<file path="config.mk">
export PLATFORM = sky130hd
export DESIGN_NAME = mdu_unit_flat
export DESIGN_NICKNAME = d
export VERILOG_FILES = /design/src/rtl/mdu_pkg.sv /design/src/rtl/mdu_if.sv /design/src/rtl/mdu_divider.sv /design/src/rtl/mdu_unit.sv /design/src/flat_wrapper.sv
export SDC_FILE = /design/constraint.sdc
export NUM_CORES = 2
export LEC_CHECK = 0
export ABC_AREA = 1
export CORE_ASPECT_RATIO = 1.1
export CORE_MARGIN = 4
export CORE_UTILIZATION = 29
export CTS_CLUSTER_DIAMETER = 80
export DETAILED_ROUTE_END_ITERATION = 7
export PLACE_DENSITY_LB_ADDON = 0.1
export SYNTH_ARGS = -nofsm -noshare
export SYNTH_HDL_FRONTEND = slang
export SYNTH_SLANG_ARGS = --single-unit
</file>
<file path="constraint.sdc">
create_clock -name clk -period 10.1 [get_ports clk]
set_input_delay 2.02 -clock clk [delete_from_list [all_inputs] [get_ports clk]]
set_output_delay 2.02 -clock clk [all_outputs]
set_load 0.01 [all_outputs]
</file>
<file path="src/rtl/mdu_pkg.sv">
// Shared definitions for the multiply/divide unit: op encodings, FSM states
// and op-class decode helpers.
package mdu_pkg;

  localparam logic [3:0] MDU_NONE  = 4'd0;
  localparam logic [3:0] MDU_MULT  = 4'd1;
  localparam logic [3:0] MDU_MULTU = 4'd2;
  localparam logic [3:0] MDU_DIV   = 4'd3;
  localparam logic [3:0] MDU_DIVU  = 4'd4;
  localparam logic [3:0] MDU_MADD  = 4'd5;
  localparam logic [3:0] MDU_MADDU = 4'd6;
  localparam logic [3:0] MDU_MSUB  = 4'd7;
  localparam logic [3:0] MDU_MSUBU = 4'd8;
  localparam logic [3:0] MDU_MTHI  = 4'd9;
  localparam logic [3:0] MDU_MTLO  = 4'd10;

  typedef enum logic [1:0] {
    ST_IDLE = 2'd0,
    ST_MUL  = 2'd1,
    ST_DIV  = 2'd2
  } mdu_state_e;

  function automatic logic is_mul_op(input logic [3:0] op);
    return op inside {MDU_MULT, MDU_MULTU, MDU_MADD, MDU_MADDU, MDU_MSUB, MDU_MSUBU};
  endfunction

  function automatic logic is_div_op(input logic [3:0] op);
    return op inside {MDU_DIV, MDU_DIVU};
  endfunction

  function automatic logic is_signed_op(input logic [3:0] op);
    return op inside {MDU_MULT, MDU_DIV, MDU_MADD, MDU_MSUB};
  endfunction

  function automatic logic is_acc_op(input logic [3:0] op);
    return op inside {MDU_MADD, MDU_MADDU, MDU_MSUB, MDU_MSUBU};
  endfunction

endpackage

</file>
<file path="src/rtl/mdu_if.sv">
// Issue/result bundle between the E stage and the multiply/divide unit.
interface mdu_if #(
  parameter int WIDTH = 32
);
  // start is the valid; the unit is ready when !busy && !req. An op transfers
  // only on an edge where start, ready and op != NONE all hold; otherwise it is dropped.
  logic             req;
  logic             start;
  logic [3:0]       op;
  logic [WIDTH-1:0] d1;
  logic [WIDTH-1:0] d2;
  logic             busy;
  logic [WIDTH-1:0] hi;
  logic [WIDTH-1:0] lo;

  modport master (output req, start, op, d1, d2, input busy, hi, lo);
  modport slave  (input req, start, op, d1, d2, output busy, hi, lo);
endinterface

</file>
<file path="src/rtl/mdu_divider.sv">
// Iterative restoring divider: WIDTH shift/subtract cycles on magnitudes,
// then one cycle with done=1 where the signed results are presented.
module mdu_divider #(
  parameter int WIDTH = 32
) (
  input  logic             clk,
  input  logic             rst_n,
  input  logic             start,
  input  logic             is_signed,
  input  logic [WIDTH-1:0] dividend,
  input  logic [WIDTH-1:0] divisor,
  output logic             done,
  output logic             div_zero,
  output logic [WIDTH-1:0] quotient,
  output logic [WIDTH-1:0] remainder
);
  localparam int CW = $clog2(WIDTH + 1);

  logic             active;
  logic [CW-1:0]    cnt;
  logic [WIDTH-1:0] quo;
  logic [WIDTH-1:0] rem;
  logic [WIDTH-1:0] dvs;
  logic             q_neg;
  logic             r_neg;
  logic [WIDTH:0]   shifted;
  logic [WIDTH:0]   diff;

  function automatic logic [WIDTH-1:0] mag(input logic [WIDTH-1:0] v, input logic sgn);
    return (sgn && v[WIDTH-1]) ? ('0 - v) : v;
  endfunction

  assign shifted = {rem, quo[WIDTH-1]};
  assign diff    = shifted - {1'b0, dvs};

  always_ff @(posedge clk or negedge rst_n) begin
    if (!rst_n) begin
      active   <= 1'b0;
      cnt      <= '0;
      quo      <= '0;
      rem      <= '0;
      dvs      <= '0;
      q_neg    <= 1'b0;
      r_neg    <= 1'b0;
      div_zero <= 1'b0;
    end else if (start) begin
      active   <= 1'b1;
      cnt      <= '0;
      quo      <= mag(dividend, is_signed);
      rem      <= '0;
      dvs      <= mag(divisor, is_signed);
      q_neg    <= is_signed && (dividend[WIDTH-1] ^ divisor[WIDTH-1]);
      r_neg    <= is_signed && dividend[WIDTH-1];
      div_zero <= (divisor == '0);
    end else if (active) begin
      if (cnt == CW'(WIDTH)) begin
        active <= 1'b0;
      end else begin
        // Restore by keeping the shifted value when the trial subtract underflows.
        rem <= diff[WIDTH] ? shifted[WIDTH-1:0] : diff[WIDTH-1:0];
        quo <= {quo[WIDTH-2:0], ~diff[WIDTH]};
        cnt <= cnt + CW'(1);
      end
    end
  end

  assign done      = active && (cnt == CW'(WIDTH));
  assign quotient  = q_neg ? ('0 - quo) : quo;
  assign remainder = r_neg ? ('0 - rem) : rem;

endmodule

</file>
<file path="src/rtl/mdu_unit.sv">
// Multiply/divide unit with private HI/LO: fixed-latency multiply/accumulate,
// iterative divide, and single-edge mthi/mtlo.
module mdu_unit
  import mdu_pkg::*;
#(
  parameter int WIDTH      = 32,
  parameter int MUL_CYCLES = 5
) (
  input  logic       clk,
  input  logic       reset,
  mdu_if.slave       bus,
  output mdu_state_e state_dbg
);
  localparam int CW = $clog2(MUL_CYCLES + 1);

  mdu_state_e         state, state_next;
  logic [CW-1:0]      mul_cnt;
  logic [3:0]         op_q;
  logic [2*WIDTH-1:0] prod_q;
  logic [2*WIDTH-1:0] acc_q;
  logic [WIDTH-1:0]   hi_q, lo_q;
  logic               accept, mul_wr, div_wr;
  logic [2*WIDTH-1:0] ext_a, ext_b, product, mul_result;
  logic               div_done, div_zero;
  logic [WIDTH-1:0]   div_q, div_r;

  assign accept = bus.start && !bus.req && (state == ST_IDLE) && (bus.op != MDU_NONE);

  assign ext_a   = is_signed_op(bus.op) ? {{WIDTH{bus.d1[WIDTH-1]}}, bus.d1} : {{WIDTH{1'b0}}, bus.d1};
  assign ext_b   = is_signed_op(bus.op) ? {{WIDTH{bus.d2[WIDTH-1]}}, bus.d2} : {{WIDTH{1'b0}}, bus.d2};
  assign product = ext_a * ext_b;

  always_comb begin
    mul_result = prod_q;
    if (is_acc_op(op_q)) begin
      mul_result = (op_q inside {MDU_MSUB, MDU_MSUBU}) ? (acc_q - prod_q) : (acc_q + prod_q);
    end
  end

  always_ff @(posedge clk or negedge reset) begin
    if (!reset) state <= ST_IDLE;
    else        state <= state_next;
  end

  always_comb begin
    state_next = state;
    mul_wr     = 1'b0;
    div_wr     = 1'b0;
    case (state)
      ST_IDLE: begin
        if (accept && is_mul_op(bus.op))      state_next = ST_MUL;
        else if (accept && is_div_op(bus.op)) state_next = ST_DIV;
      end
      ST_MUL: begin
        if (mul_cnt == CW'(MUL_CYCLES)) begin
          mul_wr     = 1'b1;
          state_next = ST_IDLE;
        end
      end
      ST_DIV: begin
        if (div_done) begin
          div_wr     = !div_zero;
          state_next = ST_IDLE;
        end
      end
      default: state_next = ST_IDLE;
    endcase
  end

  always_ff @(posedge clk or negedge reset) begin
    if (!reset) begin
      mul_cnt <= '0;
      op_q    <= MDU_NONE;
      prod_q  <= '0;
      acc_q   <= '0;
    end else if (accept && is_mul_op(bus.op)) begin
      mul_cnt <= CW'(1);
      op_q    <= bus.op;
      prod_q  <= product;
      acc_q   <= {hi_q, lo_q};
    end else if (state == ST_MUL) begin
      mul_cnt <= mul_wr ? '0 : mul_cnt + CW'(1);
    end
  end

  always_ff @(posedge clk or negedge reset) begin
    if (!reset) begin
      hi_q <= '0;
      lo_q <= '0;
    end else if (accept && bus.op == MDU_MTHI) begin
      hi_q <= bus.d1;
    end else if (accept && bus.op == MDU_MTLO) begin
      lo_q <= bus.d1;
    end else if (mul_wr) begin
      {hi_q, lo_q} <= mul_result;
    end else if (div_wr) begin
      hi_q <= div_r;
      lo_q <= div_q;
    end
  end

  mdu_divider #(.WIDTH(WIDTH)) u_div (
    .clk       (clk),
    .rst_n     (reset),
    .start     (accept && is_div_op(bus.op)),
    .is_signed (is_signed_op(bus.op)),
    .dividend  (bus.d1),
    .divisor   (bus.d2),
    .done      (div_done),
    .div_zero  (div_zero),
    .quotient  (div_q),
    .remainder (div_r)
  );

  assign bus.busy  = (state != ST_IDLE);
  assign bus.hi    = hi_q;
  assign bus.lo    = lo_q;
  assign state_dbg = state;

endmodule

</file>
<file path="src/flat_wrapper.sv">
// flat-port wrapper written by rule: the top's interface ports become plain ports
module mdu_unit_flat import mdu_pkg::*;
#(
  parameter int WIDTH      = 32,
  parameter int MUL_CYCLES = 5
)
  (clk, reset, state_dbg, bus_req, bus_start, bus_op, bus_d1, bus_d2, bus_busy, bus_hi, bus_lo);
  mdu_if #(.WIDTH(WIDTH)) bus_i ();
  input  logic clk;
  input  logic reset;
  output mdu_state_e state_dbg;
  input wire logic [$bits(bus_i.req)-1:0] bus_req;
  input wire logic [$bits(bus_i.start)-1:0] bus_start;
  input wire logic [$bits(bus_i.op)-1:0] bus_op;
  input wire logic [$bits(bus_i.d1)-1:0] bus_d1;
  input wire logic [$bits(bus_i.d2)-1:0] bus_d2;
  output wire logic [$bits(bus_i.busy)-1:0] bus_busy;
  output wire logic [$bits(bus_i.hi)-1:0] bus_hi;
  output wire logic [$bits(bus_i.lo)-1:0] bus_lo;
  assign bus_i.req = bus_req;
  assign bus_i.start = bus_start;
  assign bus_i.op = bus_op;
  assign bus_i.d1 = bus_d1;
  assign bus_i.d2 = bus_d2;
  assign bus_busy = bus_i.busy;
  assign bus_hi = bus_i.hi;
  assign bus_lo = bus_i.lo;
  mdu_unit #(.WIDTH(WIDTH), .MUL_CYCLES(MUL_CYCLES)) u_core (.clk(clk), .reset(reset), .bus(bus_i), .state_dbg(state_dbg));
endmodule
</file>
==> flow_metrics.py <==
metrics = {
    "outcome": {
        "outcome": "completed",
    },
    "place": {
        "port_buffers": 138,
        "place_congestion": 0.9517,
        "dpl.hpwl_um": 301900,
        "place_ws_ns": -1.536,
    },
    "timing": {
        "tightestPinTransition_ns": 1.136,
        "setup_slack_ns": 0.2467,
        "period_needed_ns": 9.853,
        "max_slew_margin_pct": 24.25,
        "max_freq_mhz": 101.5,
        "rsz0062_at_grt": "yes",
        "setup_viol": 0,
        "final_max_slew_viol_count": 0,
        "finalCritPeriodShare_pct": 97.56,
        "whs_ns": 0.4789,
        "finalHoldViolations": 0,
        "finClkSkew_ns": 0.03824,
    },
    "route": {
        "ant_nets": 0,
        "firstDrtPassIters": 6,
        "wirelength_um": 344800,
        "via_count": 66280,
        "routedWlPerCell_um": 24.78,
        "via_per_inst": 4.765,
        "drt-initial-drc-count": 4473,
        "drcViolationCount": 0,
    },
    "final_layout": {
        "drive_gt1_share_pct": 13.77,
        "fin_nets": 12450,
        "fillers": 27120,
        "syn_to_final_growth_pct": 20.03,
    },
    "flow_run": {
        "drv_cap": 0,
    },
    "yosys": {
        "synth_top_family_by_area": "adder cells",
        "synthesis.yosys.warnings": 0,
        "synth-adder-area-share_pct": 45.28,
        "syn-num-nets": 11670,
        "synth_area_um2": 74330,
        "ys_async_sr_fraction_pct": 100.0,
        "synth_seq_cells": 307,
        "synth_cells": 9756,
        "syn_avg_cell_area_um2": 7.619,
        "synth_edf_count": 0,
        "synth-compound-area-share_pct": 8.201,
        "synth_ff_type": "dfrtp_1",
        "synthXorXnorAreaFrac_pct": 2.505,
        "synthSimpleGateAreaFrac_pct": 18.57,
        "synth_cell_types": 64,
        "yosysSeqAreaShare_pct": 10.34,
        "synthMuxAreaShare_pct": 0.01515,
    },
    "hold_path": {
        "hold_depth": 2,
        "hold_end": "u_core.acc_q[60]",
        "hold_start": "u_core.acc_q[60]",
        "hold_path_class": "register to register",
    },
    "critical_path": {
        "cp_data_required_time_ns": 10.55,
        "r2r_setup_slack_ns": 4.49,
        "critPathKind": "input port to register",
        "cp-start-kind": "input port",
        "critPathMostFrequentCell": "fa_1",
        "r2r_cells": 27,
        "regToRegEndpoint": "u_core.bus.lo[29]",
        "end_kind": "register",
        "crit_arrival_ns": 10.31,
        "crit_path_top_delay_cell": "fa_1",
        "cpPeakStageDelay_ns": 0.56,
        "worstPathMaxFanout": 15,
        "r2r_start": "u_core.prod_q[1]",
    },
    "grt": {
        "grt_max_degree": 139,
        "antenna_found_initial": 22,
        "grt_pass1_vias": 71420,
        "grt_use_total_pct": 25.91,
        "grt_pass1_wl_um": 503200,
        "grt.overflow.total": 0,
    },
    "floorplanning": {
        "die_x_um": 490.7,
        "dieHeight_um": 539.0,
        "initial_core_util_pct": 29.19,
        "die-area_um2": 264500,
        "rows": 194,
        "io_pins": 139,
        "core_um2": 254600,
    },
    "clocking": {
        "cts_sinks": 307,
        "cts_buffers": 43,
        "clock_path_buffers": 3,
        "clockRootBuffer": "clkbuf_16",
        "cts-hold-fix-buffers": 0,
        "cts_tree": "built",
        "h-tree-depth": 2,
        "clk_latency_ns": 0.63,
        "clk_pin_slew_ns": 0.06,
    },
}
flip-flops by register name, summed over array words and instances (netlist names), 3 cells and up:
name / count
u_core.acc_q: 64
u_core.prod_q: 64
u_core.bus.hi: 32
u_core.bus.lo: 32
u_core.u_div.dvs: 32
u_core.u_div.quo: 32
u_core.u_div.rem: 32
u_core.u_div.cnt: 6
u_core.op_q: 4
u_core.mul_cnt: 3
worst max-delay path, delay by kind of cell:
| kind | cells | cell delay [ns] |
|---|---|---|
| AOI/OAI and AO/OA | 5 | 0.83 |
| adders and majority gates | 11 | 4.95 |
| and+or+nand+nor | 6 | 0.81 |
| buffers and inverters | 11 | 1.64 |
cells in the final DEF (no fill, tap or decap), types with 307 or more instances in the layout:
cell type / count
nand2_1: 2150
buf_4: 861
nand3_1: 353
dfrtp_1: 307
inv_1: 2523
a21oi_1: 328
fa_1: 1381
nor2_1: 547
o21ai_0: 391
ha_1: 393
layout make-up:
| class | instances | area (um^2) | share of cell area [%] |
|---|---|---|---|
| antenna | 8 | 20.02 | 0.02244 |
| clock buffer | 48 | 1125 | 1.261 |
| clock inverter | 30 | 397.9 | 0.4460 |
| inverter | 2575 | 9687 | 10.86 |
| multi-input combinational | 6491 | 56390 | 63.21 |
| sequential | 307 | 7682 | 8.611 |
| tap | 3332 | 4169 | 4.673 |
| timing repair buffer | 1119 | 9747 | 10.92 |
worst max-delay path by stage:
stage,from,to,slack (ns)
global placement,bus_op[3],u_core.prod_q[60],-1.57
CTS,bus_op[0],u_core.prod_q[60],-0.06
finish,bus_d2[2],u_core.prod_q[39],0.25
detailed placement,bus_op[3],u_core.prod_q[60],-1.54
floorplan,bus_d1[31],u_core.prod_q[62],0.004
global route,bus_op[0],u_core.prod_q[63],-0.05
metal layers:
metal	vias up	wire length (um)	track usage (%)
met5	-	26	0
li1	30460	-	-
met1	33810	144600	32.92
met2	1627	172400	46.32
met3	378	14070	2.100
met4	4	13670	8.534
metrics by stage:
stage / instance area [um^2] / std cells / utilization [%] / setup TNS (ns)
2_1_floorplan: 74370 / 9756 / - / 0
3_3_place_gp: 86310 / 13790 / 33.90 / -33.89
3_5_place_dp: 86310 / 13790 / 33.90 / -34.57
4_1_cts: 88680 / 13880 / 34.83 / -0.1028
5_1_grt: 89200 / 13900 / 35.03 / -0.07107
6_report: 89220 / 13910 / 35.04 / 0
logic make-up after synthesis:
family | Yosys count
compound gates | 1070
buf+inv | 2958
simple gates | 3371
fa+ha+maj | 1838
mux | 1
xor+xnor | 211
flops | 307
what timing repair did:
item	CTS	global route
hold endpoints to repair	0	0
gates resized for setup	176	114
cloned	0	2
pin swaps	64	62
setup buffers	20	17
endpoints found under the setup margin	26	41
cell usage after synthesis (18+ instances only):
cell      instances  area share [%]
dfrtp_1         307              10
xor2_1          154             1.8
nand2_1        2169              11
inv_2            23            0.12
o21ai_0         406             2.7
o221ai_1         36            0.42
nor4_1           28            0.24
nor2_1          595             3.0
nor3_1           49            0.33
o21bai_1         40            0.40
a31oi_1          29            0.24
ha_1            418             7.0
o22ai_1          18            0.15
a21o_1           25            0.25
o211ai_1         45            0.45
nand3_1         365             2.5
inv_1          2548              13
fa_1           1420              38
a21oi_1         349             2.3
o21ai_1          42            0.28
buf_2            56            0.38
clkbuf_1        233             1.2
or2_2            30            0.25
nand4_1          61            0.51
buf_1            88            0.44
xnor2_1          56            0.66
Power is not shown: default switching activity piles up to over one toggle a cycle in this logic, so the estimate is an artifact.
